**src/rtl/mem_pkg.sv**
```systemverilog
// rtl/mem_pkg.sv - shared types for the memory arbiter slice
package mem_pkg;

  typedef enum logic [1:0] {
    IDLE  = 2'd0,
    ISSUE = 2'd1,
    RESP  = 2'd2,
    FLASH = 2'd3
  } arb_state_t;

  typedef enum logic {
    REQ_FETCH = 1'b0,
    REQ_DATA  = 1'b1
  } requester_t;

  // bit positions inside the one-hot grant vector
  localparam int GNT_FETCH = 0;
  localparam int GNT_DATA  = 1;

endpackage

```
**src/rtl/mem_arbiter_if.sv**
```systemverilog
// rtl/mem_arbiter_if.sv - loader, fetch, data and RAM command bundle of the arbiter
interface mem_arbiter_if #(
  parameter int WIDTH = 32
);
  logic             flash_en;
  logic [WIDTH-1:0] flash_addr;
  logic [WIDTH-1:0] flash_data;

  logic             if_req;
  logic [WIDTH-1:0] if_addr;
  logic             if_gnt;
  logic             if_rvalid;
  logic [WIDTH-1:0] if_rdata;

  logic             d_req;
  logic             d_we;
  logic [WIDTH-1:0] d_addr;
  logic [WIDTH-1:0] d_wdata;
  logic             d_gnt;
  logic             d_rvalid;
  logic [WIDTH-1:0] d_rdata;

  logic             mem_en;
  logic             mem_we;
  logic [WIDTH-1:0] mem_addr;
  logic [WIDTH-1:0] mem_wdata;
  logic [WIDTH-1:0] mem_rdata;

  logic             busy;

  modport slave (
    input  flash_en, flash_addr, flash_data,
    input  if_req, if_addr,
    output if_gnt, if_rvalid, if_rdata,
    input  d_req, d_we, d_addr, d_wdata,
    output d_gnt, d_rvalid, d_rdata,
    output mem_en, mem_we, mem_addr, mem_wdata,
    input  mem_rdata,
    output busy
  );

  modport master (
    output flash_en, flash_addr, flash_data,
    output if_req, if_addr,
    input  if_gnt, if_rvalid, if_rdata,
    output d_req, d_we, d_addr, d_wdata,
    input  d_gnt, d_rvalid, d_rdata,
    input  mem_en, mem_we, mem_addr, mem_wdata,
    output mem_rdata,
    input  busy
  );
endinterface

```
**src/rtl/rr_arbiter2.sv**
```systemverilog
// rtl/rr_arbiter2.sv - two-way round-robin choice, one-hot grant
module rr_arbiter2
  import mem_pkg::*;
(
  input  logic       req_fetch,
  input  logic       req_data,
  input  requester_t last,
  output logic [1:0] gnt
);

  always_comb begin
    gnt = 2'b00;
    if (req_fetch && req_data) begin
      // contention goes to whoever was not served most recently
      if (last == REQ_DATA) gnt[GNT_FETCH] = 1'b1;
      else                  gnt[GNT_DATA]  = 1'b1;
    end else if (req_fetch) begin
      gnt[GNT_FETCH] = 1'b1;
    end else if (req_data) begin
      gnt[GNT_DATA] = 1'b1;
    end
  end

endmodule

```
**src/rtl/mem_arbiter.sv**
```systemverilog
// rtl/mem_arbiter.sv - arbitrates fetch, data and flash loader onto one single-port RAM
module mem_arbiter
  import mem_pkg::*;
#(
  parameter int WIDTH = 32
) (
  input  logic          clk,
  input  logic          rst,
  mem_arbiter_if.slave  bus
);

  arb_state_t       state_q, state_d;
  requester_t       last_q, last_d;
  requester_t       owner_q, owner_d;
  logic             cmd_we_q, cmd_we_d;
  logic [WIDTH-1:0] cmd_addr_q, cmd_addr_d;
  logic [WIDTH-1:0] cmd_wdata_q, cmd_wdata_d;

  logic [1:0]       rr_gnt;

  logic             if_gnt_c, if_rvalid_c, d_gnt_c, d_rvalid_c;
  logic [WIDTH-1:0] if_rdata_c, d_rdata_c;
  logic             mem_en_c, mem_we_c;
  logic [WIDTH-1:0] mem_addr_c, mem_wdata_c;

  rr_arbiter2 u_rr (
    .req_fetch (bus.if_req),
    .req_data  (bus.d_req),
    .last      (last_q),
    .gnt       (rr_gnt)
  );

  always_ff @(posedge clk or negedge rst) begin
    if (!rst) begin
      state_q     <= IDLE;
      last_q      <= REQ_DATA;
      owner_q     <= REQ_FETCH;
      cmd_we_q    <= 1'b0;
      cmd_addr_q  <= '0;
      cmd_wdata_q <= '0;
    end else begin
      state_q     <= state_d;
      last_q      <= last_d;
      owner_q     <= owner_d;
      cmd_we_q    <= cmd_we_d;
      cmd_addr_q  <= cmd_addr_d;
      cmd_wdata_q <= cmd_wdata_d;
    end
  end

  always_comb begin
    state_d     = state_q;
    last_d      = last_q;
    owner_d     = owner_q;
    cmd_we_d    = cmd_we_q;
    cmd_addr_d  = cmd_addr_q;
    cmd_wdata_d = cmd_wdata_q;
    if_gnt_c    = 1'b0;
    if_rvalid_c = 1'b0;
    if_rdata_c  = '0;
    d_gnt_c     = 1'b0;
    d_rvalid_c  = 1'b0;
    d_rdata_c   = '0;
    mem_en_c    = 1'b0;
    mem_we_c    = 1'b0;
    mem_addr_c  = '0;
    mem_wdata_c = '0;

    case (state_q)
      IDLE: begin
        if (bus.flash_en) begin
          // the loader write lands in the entry cycle too, so a burst loses no beat
          mem_en_c    = 1'b1;
          mem_we_c    = 1'b1;
          mem_addr_c  = bus.flash_addr;
          mem_wdata_c = bus.flash_data;
          state_d     = FLASH;
        end else if (rr_gnt[GNT_FETCH]) begin
          if_gnt_c    = 1'b1;
          owner_d     = REQ_FETCH;
          last_d      = REQ_FETCH;
          cmd_we_d    = 1'b0;
          cmd_addr_d  = bus.if_addr;
          cmd_wdata_d = '0;
          state_d     = ISSUE;
        end else if (rr_gnt[GNT_DATA]) begin
          d_gnt_c     = 1'b1;
          owner_d     = REQ_DATA;
          last_d      = REQ_DATA;
          cmd_we_d    = bus.d_we;
          cmd_addr_d  = bus.d_addr;
          cmd_wdata_d = bus.d_wdata;
          state_d     = ISSUE;
        end
      end
      ISSUE: begin
        mem_en_c    = 1'b1;
        mem_we_c    = cmd_we_q;
        mem_addr_c  = cmd_addr_q;
        mem_wdata_c = cmd_wdata_q;
        state_d     = cmd_we_q ? IDLE : RESP;
      end
      RESP: begin
        if (owner_q == REQ_FETCH) begin
          if_rvalid_c = 1'b1;
          if_rdata_c  = bus.mem_rdata;
        end else begin
          d_rvalid_c  = 1'b1;
          d_rdata_c   = bus.mem_rdata;
        end
        state_d = IDLE;
      end
      FLASH: begin
        if (bus.flash_en) begin
          mem_en_c    = 1'b1;
          mem_we_c    = 1'b1;
          mem_addr_c  = bus.flash_addr;
          mem_wdata_c = bus.flash_data;
        end else begin
          state_d = IDLE;
        end
      end
      default: state_d = IDLE;
    endcase
  end

  // combinational paths would otherwise leak requests through while reset is held
  assign bus.if_gnt    = rst & if_gnt_c;
  assign bus.if_rvalid = rst & if_rvalid_c;
  assign bus.if_rdata  = rst ? if_rdata_c : '0;
  assign bus.d_gnt     = rst & d_gnt_c;
  assign bus.d_rvalid  = rst & d_rvalid_c;
  assign bus.d_rdata   = rst ? d_rdata_c : '0;
  assign bus.mem_en    = rst & mem_en_c;
  assign bus.mem_we    = rst & mem_we_c;
  assign bus.mem_addr  = rst ? mem_addr_c : '0;
  assign bus.mem_wdata = rst ? mem_wdata_c : '0;
  assign bus.busy      = rst & (state_q != IDLE);

endmodule
```
**src/flat_wrapper.sv**
```systemverilog
// flat-port wrapper written by rule: the top's interface ports become plain ports
module mem_arbiter_flat import mem_pkg::*;
#(
  parameter int WIDTH = 32
)
  (clk, rst, bus_flash_en, bus_flash_addr, bus_flash_data, bus_if_req, bus_if_addr, bus_if_gnt, bus_if_rvalid, bus_if_rdata, bus_d_req, bus_d_we, bus_d_addr, bus_d_wdata, bus_d_gnt, bus_d_rvalid, bus_d_rdata, bus_mem_en, bus_mem_we, bus_mem_addr, bus_mem_wdata, bus_mem_rdata, bus_busy);
  mem_arbiter_if #(.WIDTH(WIDTH)) bus_i ();
  input  logic clk;
  input  logic rst;
  input wire logic [$bits(bus_i.flash_en)-1:0] bus_flash_en;
  input wire logic [$bits(bus_i.flash_addr)-1:0] bus_flash_addr;
  input wire logic [$bits(bus_i.flash_data)-1:0] bus_flash_data;
  input wire logic [$bits(bus_i.if_req)-1:0] bus_if_req;
  input wire logic [$bits(bus_i.if_addr)-1:0] bus_if_addr;
  output wire logic [$bits(bus_i.if_gnt)-1:0] bus_if_gnt;
  output wire logic [$bits(bus_i.if_rvalid)-1:0] bus_if_rvalid;
  output wire logic [$bits(bus_i.if_rdata)-1:0] bus_if_rdata;
  input wire logic [$bits(bus_i.d_req)-1:0] bus_d_req;
  input wire logic [$bits(bus_i.d_we)-1:0] bus_d_we;
  input wire logic [$bits(bus_i.d_addr)-1:0] bus_d_addr;
  input wire logic [$bits(bus_i.d_wdata)-1:0] bus_d_wdata;
  output wire logic [$bits(bus_i.d_gnt)-1:0] bus_d_gnt;
  output wire logic [$bits(bus_i.d_rvalid)-1:0] bus_d_rvalid;
  output wire logic [$bits(bus_i.d_rdata)-1:0] bus_d_rdata;
  output wire logic [$bits(bus_i.mem_en)-1:0] bus_mem_en;
  output wire logic [$bits(bus_i.mem_we)-1:0] bus_mem_we;
  output wire logic [$bits(bus_i.mem_addr)-1:0] bus_mem_addr;
  output wire logic [$bits(bus_i.mem_wdata)-1:0] bus_mem_wdata;
  input wire logic [$bits(bus_i.mem_rdata)-1:0] bus_mem_rdata;
  output wire logic [$bits(bus_i.busy)-1:0] bus_busy;
  assign bus_i.flash_en = bus_flash_en;
  assign bus_i.flash_addr = bus_flash_addr;
  assign bus_i.flash_data = bus_flash_data;
  assign bus_i.if_req = bus_if_req;
  assign bus_i.if_addr = bus_if_addr;
  assign bus_if_gnt = bus_i.if_gnt;
  assign bus_if_rvalid = bus_i.if_rvalid;
  assign bus_if_rdata = bus_i.if_rdata;
  assign bus_i.d_req = bus_d_req;
  assign bus_i.d_we = bus_d_we;
  assign bus_i.d_addr = bus_d_addr;
  assign bus_i.d_wdata = bus_d_wdata;
  assign bus_d_gnt = bus_i.d_gnt;
  assign bus_d_rvalid = bus_i.d_rvalid;
  assign bus_d_rdata = bus_i.d_rdata;
  assign bus_mem_en = bus_i.mem_en;
  assign bus_mem_we = bus_i.mem_we;
  assign bus_mem_addr = bus_i.mem_addr;
  assign bus_mem_wdata = bus_i.mem_wdata;
  assign bus_i.mem_rdata = bus_mem_rdata;
  assign bus_busy = bus_i.busy;
  mem_arbiter #(.WIDTH(WIDTH)) u_core (.clk(clk), .rst(rst), .bus(bus_i));
endmodule
```
**config.mk**
```make
export PLATFORM = sky130hd
export DESIGN_NAME = mem_arbiter_flat
export DESIGN_NICKNAME = d
export VERILOG_FILES = /design/src/rtl/mem_pkg.sv /design/src/rtl/mem_arbiter_if.sv /design/src/rtl/rr_arbiter2.sv /design/src/rtl/mem_arbiter.sv /design/src/flat_wrapper.sv
export SDC_FILE = /design/constraint.sdc
export NUM_CORES = 1
export LEC_CHECK = 0
export ABC_CLOCK_PERIOD_IN_PS = 2500
export CAP_MARGIN = 10
export CORE_AREA = 3 3 128 130
export CTS_CLUSTER_SIZE = 8
export DETAILED_ROUTE_END_ITERATION = 12
export DIE_AREA = 0 0 131 133
export PLACE_DENSITY = 0.78
export SLEW_MARGIN = 20
export SYNTH_ARGS = -nofsm -noshare
export SYNTH_HDL_FRONTEND = slang
export SYNTH_HIERARCHICAL = 1
export SYNTH_SLANG_ARGS = --single-unit
```
**constraint.sdc**
```tcl
create_clock -name clk -period 2.5 [get_ports clk]
set_input_delay 0.5 -clock clk [delete_from_list [all_inputs] [get_ports clk]]
set_output_delay 0.5 -clock clk [all_outputs]
set_load 0.02 [all_outputs]
```
Word level (Yosys, flattened, before mapping)

Index checks and enable logic that the tools add are counted.

Shift-type cells: 0
Reduce and logical (&&, ||, !) cells: 7
Mux-type cells: 46
Multipliers: 0
Equal/unequal tests: 5
Magnitude comparators: 0
Divide/modulo/power cells: 0
Bitwise gates (word level): 8
$add $sub $neg: 0

Operators by type and width:

| cell                                                            | count |
|---|---|
| 32-bit 2-to-1 mux                                               | 14 |
| 32-bit one-hot mux with 2 select lines                          | 2 |
| 1-bit 2-to-1 mux                                                | 21 |
| 2-bit 2-to-1 mux                                                | 6 |
| 2-bit one-hot mux with 4 select lines                           | 1 |
| 1-bit bitwise AND                                               | 7 |
| 2-bit == test, second input constant                            | 2 |
| 4-bit by 2-bit != test with 1-bit output, second input constant | 1 |
| 1-bit one-hot mux with 2 select lines                           | 2 |
| 2-bit nonzero test                                              | 2 |
| 3-bit AND reduction                                             | 1 |
| 2-bit by 1-bit == test with 1-bit output, second input constant | 1 |
| 2-bit logical NOT                                               | 1 |
| 2-bit != test, second input constant                            | 1 |
| 2-bit AND reduction                                             | 1 |
| 2-bit OR reduction                                              | 1 |
| 1-bit logical AND                                               | 1 |
| 1-bit inverter                                                  | 1 |

Logic and storage cells: 72
Bits in latches: 0
Bits in registers: 69
Memories kept: 0
Output and inout bits: 135
Memory bits (writable): 0
ROM bits: 0
Bits of input ports: 198

Longest topological paths before layout

Gate-level depths: netlist of the first run.

Depth after elaboration: 8
Depth in mapped cells: 8
Mapped depth without buffers: 5

Cells and area by module

Netlist of the first run, hierarchy kept.

Modules (own cells, without submodules):

| module      | area an instance (um2) | times used | seq. area each (um2) | cells an instance |
|---|---|---|---|---|
| mem_arbiter | 4431.8                 | 1          | 1727.9               | 434 |
| rr_arbiter2 | 18.8                   | 1          | 0.0                  | 3 |

Least setup slack after synthesis of the first run

Ideal clock, no wire load.

Kind: register -> output
Start point: register u_core.state_q[0]
End point: output port bus_mem_wdata[23]
Cell stages (with the launch flop): 8
Path buffers: 2
Arrival time: 1.647 ns
Path slack: 0.353 ns
Required time: 2.000 ns
Cells stage by stage: dfrtp_1 inv_1 ha_1 nor2b_1 buf_2 buf_2 a22oi_1 nor2_1

Word-level cells in the longest chain between the ends: 4
Elaborated cells on any way between the ends: 6
Classes of those cells: eq/ne: 2; mux: 2; reduce/logical: 2

RTL lines:

| element                                                   | RTL line           | RTL |
|---|---|---|
| from (decl)                                               | mem_arbiter.sv:12  | `arb_state_t state_q, state_d;` |
| from (signal assigned)                                    | mem_arbiter.sv:42  | `state_q <= state_d;` |
| 2-bit == test / 2-bit logical NOT (equally long branches) | mem_arbiter.sv:69  | `case (state_q)` |
| 2-bit OR reduction (no source line)                       | n/a                |  |
| 32-bit one-hot mux with 2 select lines (*)                | mem_arbiter.sv:69  |  |
| 32-bit 2-to-1 mux (*)                                     | mem_arbiter.sv:137 | `assign bus.mem_wdata = rst ? mem_wdata_c : '0;` |
| to (decl)                                                 | flat_wrapper.sv:28 | `output wire logic [$bits(bus_i.mem_wdata)-1:0] bus_mem_wdata;` |

Every way passes the cells marked *; elsewhere a longest branch is shown, timed or not.

Worst setup path in the final report of the first run

Start point: input port bus_flash_en
End point: output port bus_mem_addr[14]

Word-level cells in the longest chain between the ends: 3

RTL lines:

| element                                | RTL line                              | RTL |
|---|---|---|
| from (decl)                            | flat_wrapper.sv:10                    | `input wire logic [$bits(bus_i.flash_en)-1:0] bus_flash_en;` |
| 32-bit 2-to-1 mux                      | mem_arbiter.sv:71, mem_arbiter.sv:114 |  |
| 32-bit one-hot mux with 2 select lines | mem_arbiter.sv:69                     |  |
| 32-bit 2-to-1 mux                      | mem_arbiter.sv:136                    | `assign bus.mem_addr = rst ? mem_addr_c : '0;` |
| to (decl)                              | flat_wrapper.sv:27                    | `output wire logic [$bits(bus_i.mem_addr)-1:0] bus_mem_addr;` |

No other way between the ends.

==> impl_summary.md, run 1 <==
Clock tree
The insertion delay of the later-clocked pin in the worst-skew pair is 0.34 ns. Clock-pin slew was measured on the worst setup and hold paths at 0.06 ns. The CTS root buffer is sky130_fd_sc_hd__clkbuf_16. TritonCTS built the clock tree. The longest clock path from root to sink contains 2 buffers. In this run, CTS created clock tree buffers numbering 9. The number of hold-repair buffers added at the cts stage is 0. The number of clock sinks is 69.

The CTS H-tree depth is 3.

Logic synthesis
The proportion of synthesized flip-flops having asynchronous set or reset is 100%. The register area share after synthesis is 38.8%. The unique cell type count in the Yosys netlist is 31. The biggest area consumer among synthesized cells is sky130_fd_sc_hd__dfrtp_1.

The top cell type's share of synthesized area is 38.2%. The most repeated cell in the gate-level netlist after synthesis is sky130_fd_sc_hd__nor2_1. The synthesized design contains 0 enable-type register cells. The number of nets in the synthesized netlist is 641. The mapped netlist covers 4450 sq um.

A synthesized cell averages 10.2 sq um. The cell count after synthesis came out at 437. Yosys printed 6 warnings.

Yosys attributes the largest share of cell area to sky130_fd_sc_hd__dfrtp_1, sky130_fd_sc_hd__a22oi_1, sky130_fd_sc_hd__mux2_2. In the synthesized netlist the dominant register cell turns out to be sky130_fd_sc_hd__dfrtp_1. Synthesis inferred 69 register bits. After synthesis, the most frequently instantiated cells are sky130_fd_sc_hd__nor2_1, sky130_fd_sc_hd__dfrtp_1, sky130_fd_sc_hd__a22oi_1, sky130_fd_sc_hd__and2_1, sky130_fd_sc_hd__mux2_2.

Global routing
Across every metal layer, demand over resource in global routing totals 20.4%. The number of antenna violations at the first check in global routing came to 0. The global-route wire length before repair is 27.0 mm. The global-route congestion overflow total is 0.

The maximum number of pins on one net before global-route repair is 45. The via count of the first global-routing pass is 4907.

Route
In the final routed layout, each cell accounts on average for about 19 um. The DRC marker count from the first detailed-route iteration is 257. The via count normalized by instance count is 4.76. In this run the remaining antenna-violating nets after routing total 0. The routed via count is 4782.

The aggregate routed wire length is 18.7 mm. The pre-antenna-repair detailed-routing pass consisted of 5 iterations. The DRC violation count after routing is 0.

Die
The number of standard-cell rows in the floorplan is between 40 and 50. The core box area is 15300 sq um. During I/O placement, the number of pins put on the boundary was roughly 330. The die width is 131 um. The die is 133 um tall.

Once the floorplan was initialized, standard cells occupied 29.2% of the core. The floorplan step defined a die boundary enclosing 17400 sq um.

Finish
From synthesis to final layout, the design area changed by 84.1%. The net count reported at finish is 993. The multi-input logic area is 2530 sq um. The number of standard cells in the layout, taps in and fillers out is 1005.

The count of filler cells inserted in the layout is between 1k and 1.5k. Across the whole layout, storage elements account for 1730 sq um. In the final layout, the share of cells above drive strength 1 is 33.8%.

Worst setup path
The biggest fanout along the worst timing path is 6. Counting stages on the worst path, the most repeated cell is sky130_fd_sc_hd__buf_4. The signal on the critical path passes through clkdlybuf4s50_1, nor2b_4, buf_12, buf_6, buf_4, a22oi_1, nor2_1, buf_4.

The critical path's largest stage delay is roughly 0.49 ns. Data on the critical path is required at its endpoint by 2.00 ns. The worst setup path is captured at an output port. The slowest stage of the critical path belongs to the cell sky130_fd_sc_hd__clkdlybuf4s50_1.

Counting both buffers and inverters, the worst setup path holds a total of 5. The arrival time at the worst endpoint is 1.99 ns. The cell class contributing the biggest share of worst-path delay is buffers and inverters. The worst setup path is launched from an input pin. The classification of the worst setup path is input pin to output port.

Timing
Derived from the worst setup path, the maximum achievable clock frequency is 402 MHz. The worst path meets setup with 0.0118 ns of slack. The transition time at the pin with the least slew margin is 0.562 ns.

Setup repair after global routing could not meet its margin everywhere. The final critical path takes up approximately 100% of the cycle. Setup violations remaining at the end of the flow were counted as 0. The clock period could shrink to 2.49 ns. The max-slew violation count is 0.

The setup clock skew after layout is 0.00720 ns. The number of endpoints with negative hold slack in the final report is 0. The remaining max-slew budget at the tightest pin is 62.6%.

Placed design
Input and output buffers added on the ports amount to 332. The global placer's final weighted congestion is 0.792. After detailed placement, the design holds a cell count of ~980. At the placement stage, the worst setup path has a slack of -0.395 ns. The HPWL after detailed placement is 14.5 mm.

Status
The run finished with clean final reports.

Power and ir drop
The share of total power dissipated in sequential elements is 26.4%. The combinational group share of total power is 54.7%. Net switching is between 30% and 40% of the power. The switching power total is a little under 0.003 W. The internal portion of the total power is 0.00492 W. Power spread over the standard cell area amounts to 960 nW/um^2. The share of total power dissipated in the clock network is 19.0%. The cell leakage power is 3.85 nW. VDD sags by at most about 0.44 mV.

Hold path
The tightest min-delay check is of the input pin to asynchronous set/reset pin type.

Run
The tool flagged a number of max-cap violations equal to 0.
[power groups by stage]
stage	Combinational [W]	Clock (W)	Sequential, W
floorplan	0.00247	0	0.00194
global placement	0.00422	0	0.00205
detailed placement	0.00428	0	0.00206
CTS	0.00413	0.00153	0.00206
global route	0.00462	0.00159	0.00213
finish	0.00430	0.00149	0.00207
[stage by stage]
stage	hold WS, ns	total power (W)	utilization, %	TNS (ns)	cell area, sq um
finish	0.146	0.00787	53.7	0	8200
CTS	0.140	0.00772	54.5	-0.0224	8310
floorplan	0.204	0.00441	-	0	4450
global route	0.135	0.00834	53.7	-0.960	8190
global placement	0.484	0.00627	53.8	-15.97	8210
detailed placement	0.488	0.00634	53.8	-17.47	8210
[final timing paths]
path / startpoint / end / slack (ns) / depth (start not counted)
worst max-delay path: bus_flash_en / bus_mem_addr[14] / 0.01 / 8
worst min-delay path: rst / u_core/owner_q / 0.15 / 2
worst max register to register: u_core/last_q / u_core/cmd_addr_q[19] / 0.46 / 6
worst min register to register: u_core/cmd_wdata_q[0] / u_core/cmd_wdata_q[0] / 0.50 / 1
max in group asynchronous: rst / u_core/cmd_addr_q[15] / 1.66 / 3
min in group clk: u_core/cmd_wdata_q[0] / u_core/cmd_wdata_q[0] / 0.50 / 1
[layer usage]
| metal | global-route usage (%) | wire length [um] | vias up |
|---|---|---|---|
| li1 | - | - | 2262 |
| met1 | 23.0 | 7000 | 2249 |
| met2 | 35.9 | 9610 | 244 |
| met3 | 5.69 | 1690 | 27 |
| met4 | 7.77 | 410 | 0 |
| met5 | 0 | 0 | - |
[cells by family (layout without fill, tap and decap cells)]
logic type      after synthesis  in the layout  share of synthesized area [%]
compound gates              107            107                           18.7
other cells                   0              1                              0
fa+ha+maj                     6              6                           1.69
buf+inv                      46            402                           6.35
mux                          66             66                           18.1
simple gates                143            143                           16.3
flops                        69             69                           38.8
[flip-flops by register name, indices dropped and copies added, names as in the netlist]
signal,flops
u_core/cmd_addr_q,32
u_core/cmd_wdata_q,32
u_core/cmd_we_q,1
u_core/last_q,1
u_core/owner_q,1
u_core/state_q,2
[cell type report]
cell class | count | share of cell area (%)
Antenna cell | 1 | 0.0305
Clock buffer | 9 | 2.75
Clock inverter | 6 | 1.36
Inverter | 3 | 0.137
Multi-Input combinational cell | 322 | 30.8
Sequential cell | 69 | 21.1
Tap cell | 211 | 3.22
Timing Repair Buffer | 384 | 40.6
[layout by cell type, fill, tap and decap left out, types with 2 or more instances in the layout]
| cell | n |
|---|---|
| sky130_fd_sc_hd__clkdlybuf4s50_1 | 197 |
| sky130_fd_sc_hd__buf_4 | 78 |
| sky130_fd_sc_hd__dfrtp_1 | 68 |
| sky130_fd_sc_hd__nor2_1 | 67 |
| sky130_fd_sc_hd__and2_1 | 65 |
| sky130_fd_sc_hd__a22oi_1 | 61 |
| sky130_fd_sc_hd__clkbuf_2 | 58 |
| sky130_fd_sc_hd__mux2_2 | 40 |
| sky130_fd_sc_hd__a22o_1 | 32 |
| sky130_fd_sc_hd__buf_2 | 25 |
| sky130_fd_sc_hd__mux2_4 | 17 |
| sky130_fd_sc_hd__clkbuf_16 | 10 |
| sky130_fd_sc_hd__dlygate4sd2_1 | 10 |
| sky130_fd_sc_hd__mux2_1 | 8 |
| sky130_fd_sc_hd__buf_12 | 7 |
| sky130_fd_sc_hd__a21oi_1 | 6 |
| sky130_fd_sc_hd__buf_6 | 5 |
| sky130_fd_sc_hd__a22oi_2 | 4 |
| sky130_fd_sc_hd__ha_1 | 4 |
| sky130_fd_sc_hd__bufinv_16 | 3 |
| sky130_fd_sc_hd__buf_8 | 3 |
| sky130_fd_sc_hd__inv_2 | 2 |
| sky130_fd_sc_hd__nor2_2 | 2 |
| sky130_fd_sc_hd__ha_4 | 2 |
[worst register-to-register path: stages, from the launching register on]
cell and delay, ns:
sky130_fd_sc_hd__dfstp_2 0.54, sky130_fd_sc_hd__inv_1 0.06, sky130_fd_sc_hd__a21boi_4 0.16, sky130_fd_sc_hd__buf_6 0.21
sky130_fd_sc_hd__buf_4 0.30, sky130_fd_sc_hd__mux2_2 0.38, sky130_fd_sc_hd__mux2_4 0.27
[timing repair]
action	CTS	global route
gates cloned	1	1
setup endpoints to repair	133	114
hold endpoints to repair	0	0
buffers inserted	3	5
gates resized for setup	342	166
pin swaps	1	7
Note: power is estimated with default switching activity, not from simulation.
==> run 2: changes to the inputs <==
- CORE_AREA: 3 3 128 130 -> 3 3 130 132
- DIE_AREA: 0 0 131 133 -> 0 0 133 135
- PLACE_DENSITY: 0.78 -> 0.77
- SLEW_MARGIN: 20 -> not set
- SYNTH_HIERARCHICAL: 1 -> not set
==> impl_summary.md, run 2 <==
Logic synthesis
The share of the Yosys chip area taken by registers is 37.6%. The xor/xnor cell area share of the yosys netlist is 0%. Of all cell types, the one taking the most synthesized area is sky130_fd_sc_hd__dfrtp_1. Yosys mapped a number of flops with a built-in enable equal to 0. For this run, asynchronously set or reset flops after synthesis account for 100%. Dividing the synthesized area by the synthesized cell count gives 8.76 sq um. The top cell type's share of synthesized area is a little under two fifths. The share of the synthesized area in compound gates (AO/OA/AOI/OAI) is 33.4%. Counting instances in the post-synthesis netlist gives the leading cell types as sky130_fd_sc_hd__nor2_1, sky130_fd_sc_hd__dfrtp_1, sky130_fd_sc_hd__and2_1. In the synthesized netlist the dominant register cell turns out to be sky130_fd_sc_hd__dfrtp_1. In the synthesized netlist, mux cells make up 0% of the area. The post-synth design cell area is 4600 sq um.

The synthesized netlist devotes approximately a fifth of its cell area to simple gates. Among all cell types in the netlist, the one instantiated most often is sky130_fd_sc_hd__nor2_1. When the netlist entered floorplanning its net count stood at 728. Yosys mapped the design onto 33 distinct sky130hd cell types.

The register bit count reported by yosys is 69. The Yosys step of the flow raised 0 warnings. Yosys attributes the largest share of cell area to sky130_fd_sc_hd__dfrtp_1, sky130_fd_sc_hd__a22oi_1, sky130_fd_sc_hd__and2_1.

The synthesized instance count is 525. The adder-cell area share of the yosys netlist is under 10%. The main combinational cell family by area after synthesis is compound AO/OA/AOI/OAI gates.

Timing
The worst path setup slack after routing is between 0.04 and 0.05 ns. The final worst-path cycle share is 98.2%. The worst pin sits at a relative slew slack of around half.

Setup violations remaining at the end of the flow were counted as 0. The max-slew violation count is 0. The number of endpoints with negative hold slack in the final report was 0.

The final-layout setup total negative slack is 0 ns. The final critical path time including I/O delays and setup is approximately 2.5 ns. Hold timing on the final database bottoms out at a slack of 0.146 ns. The highest attainable clock frequency is about 410 MHz. Setup repair after global routing could not meet its margin everywhere.

At the pin with the least slew margin, the transition time is 0.769 ns. Across the routed clock network, the largest skew measured is 0.00832 ns.

Global routing
The number of antenna violations at the first check in global routing is 3. Summed over all layers, the global routing overflow is 0. Entering global routing, the biggest net connects 59 pins.

The via count of the first global-routing pass came to 5357. Global routing consumed, over all layers together, 21.5% of the routing resources. The routing layer with the top usage in global route is met2. Global routing consumed, on the met1 layer, 24.5% of the routing resources. The fraction of met3 tracks used by global routing is 5.29%. The first global-routing pass estimated slightly above 30 mm of wire. For met2 alone, demand over resource in global routing was approximately 39%.

Hold path
The path class of the tightest hold or removal check is input pin to asynchronous set/reset pin.

Power and ir drop
The internal power of the cells totals 0.00437 W. The worst ir drop on vdd is 0.365 mV. Dividing total power by cell area gives a power density of 897 nW/um^2. The combinational group share of total power is approximately 57%.

The cell leakage power is 3.64 nW. The part of the total power dissipated in sequential elements is 26.1%. Per report_power, the clock group accounts for 17.3% of the total. In this run switching power makes up 41.2% of total power. In this run the power spent charging and discharging nets is between 0.003 and 0.004 W.

Worst setup path
STA puts the critical path data required time at 2.00 ns. STA classifies the critical path endpoint as an output port. The reg-to-reg critical path startpoint is u_core.state_q[0].

By startpoint and endpoint, the worst setup path is classified as input pin to output port. The number of cells on the worst reg-to-reg path is 7. The worst setup path is launched from an input pin. The critical path ends at bus_mem_wdata[2]. At the worst endpoint, the arrival time is 1.95 ns. In this run the critical register-to-register path is captured at u_core.cmd_addr_q[28]. The start point of the critical path is bus_flash_en. The biggest fanout along the worst timing path is 5.

The setup slack of the most critical reg-to-reg path is approximately 0.59 ns.

Clock tree
After clock tree synthesis, the clock-pin slew on the worst setup and hold paths is around 0.060 ns. For this design, the sink count on the clock tree is 69. The maximum clock insertion buffer count is 2.

The tree is rooted in a sky130_fd_sc_hd__clkbuf_16. TritonCTS built the clock tree. The insertion delay of the later-clocked pin in the worst-skew pair is roughly 0.33 ns. The number of clock buffers added by TritonCTS is 9. The H-tree was split into 3 levels.

Finish
The library cells used most frequently in the layout, excluding fill and tap cells, are sky130_fd_sc_hd__clkdlybuf4s50_1, sky130_fd_sc_hd__nor2_1, sky130_fd_sc_hd__dfrtp_1. The multi-input logic area is 2560 sq um. The finished layout holds 1071 standard cells, fillers aside. The area growth from synthesis to layout is 80.1%. Of the cells placed in the final design, the portion with a size suffix greater than 1 is 23.2%. Summing all flip-flop and latch instances after layout gives between 1500 and 2000 sq um.

In the final layout, the registers with the most flip-flops are u_core.cmd_addr_q: 32 flops, u_core.cmd_wdata_q: 32 flops, u_core.state_q: 2 flops. The net count of the finished layout is 1051. The commonest non-fill, non-tap cell in the layout is sky130_fd_sc_hd__clkdlybuf4s50_1.

After filler insertion, the fill cell instance count of the layout stands at 1521. Cells fill a little over half of the core in the end.

Status
The run finished with clean final reports.

Run
Max-cap violations in this run came to 0.

Route
Once detail routing completed, the nets flagged for antenna violations numbered 0. The first detailed-routing pass took 5 iterations. The average wire per cell in the routed design is roughly 19 um.

The routed via count is 5317. The DRC marker count from the first detailed-route iteration is 208. The DRC violation count after routing is 0. The via count normalized by instance count is 4.96.

The aggregate routed wire length is 20.5 mm.

Placed design
The number of cells in the design after placement is 1046. After legalization and detailed placement, the total HPWL measured ~15 mm. The global placer's final weighted congestion is between 0.7 and 0.8. The quantity of I/O buffers inserted on ports is 332.

At the placement stage, the worst setup path has a slack of -0.305 ns.

Die
The core box area is between 15000 and 20000 sq um. The die width is 133 um. The die is 135 um tall. In this run the count of I/O pins placed on the die edge is 333. The floorplan has 46 rows. The initial standard-cell utilization of the core is 29.0%. The floorplan step defined a die boundary enclosing around 18000 sq um.
[run 2: cell types whose count changed after synthesis, sizes merged, moves of 3 or more]
cell	before	now
mux2	65	0
a21oi	6	35
clkbuf	15	34
a31oi	0	33
nand3	0	33
o21ai	1	33
nand2	1	4
[run 2: how the worst min path moves through the flow]
stage               slack (ns)                    end  from  depth (start not counted)
finish                    0.15         u_core.owner_q   rst                          2
global route              0.14         u_core.owner_q   rst                          2
CTS                       0.13         u_core.owner_q   rst                          2
detailed placement        0.34  u_core.cmd_wdata_q[2]   rst                          1
global placement          0.34  u_core.cmd_wdata_q[2]   rst                          1
floorplan                 0.20   u_core.cmd_addr_q[0]   rst                          0
[run 2: routing by layer]
layer  vias up  wire [um]
met5         -         13
met4         2        419
met3        24       1470
met2       252      10600
met1      2484       7940
li1       2555          -
[run 2: cells by family (layout without fill, tap and decap cells)]
family	count (synthesis)	after routing
buffers and inverters	65	393
other	0	2
AOI/OAI and AO/OA	202	202
adders and majority gates	5	5
and+or+nand+nor	184	184
DFF	69	69
[run 2: what timing repair did]
item	CTS	global route
hold endpoints to repair	3	0
gates resized for setup	293	103
buffers inserted	2	0
pin swaps	0	1
endpoints found under the setup margin	131	74
gates cloned	2	2
hold buffers	1	0
[run 2: stage by stage]
step / instance area [sq um] / power [W]
3_3_place_gp: 8250 / 0.00605
5_1_grt: 8280 / 0.00792
4_1_cts: 8420 / 0.00745
6_report: 8280 / 0.00743
2_1_floorplan: 4600 / 0.00426
3_5_place_dp: 8250 / 0.00612
[run 2: power by group through the flow]
stage          Sequential (W)  Combinational [W]  Clock (W)
5_1_grt               0.00199            0.00455    0.00138
6_report              0.00194            0.00421    0.00129
4_1_cts               0.00194            0.00419    0.00132
3_3_place_gp          0.00195            0.00411          0
2_1_floorplan         0.00181            0.00245          0
3_5_place_dp          0.00194            0.00418          0
[run 2: critical path, cell delays in order]
cell and delay (ns):
sky130_fd_sc_hd__clkdlybuf4s50_1 0.49, sky130_fd_sc_hd__nor2b_4 0.24, sky130_fd_sc_hd__buf_12 0.16, sky130_fd_sc_hd__buf_12 0.12, sky130_fd_sc_hd__buf_6 0.09, sky130_fd_sc_hd__a22oi_1 0.06
sky130_fd_sc_hd__nor2_1 0.11, sky130_fd_sc_hd__buf_4 0.17
[run 2: final cells by class]
cell class	count	share of cell area, %
well taps	216	3.26
clock buffers	9	2.72
clock inverters	7	0.892
inverters	5	0.227
repair buffers	372	41.0
flip-flops and latches	69	20.9
multi-input cells	391	31.0
diodes	2	0.0605
==> run 3: changes to the inputs <==
- GPL_ROUTABILITY_DRIVEN: not set -> 0
==> results of run 3 <==
The final DEF is identical to that of run 2; final timing and power are the same.
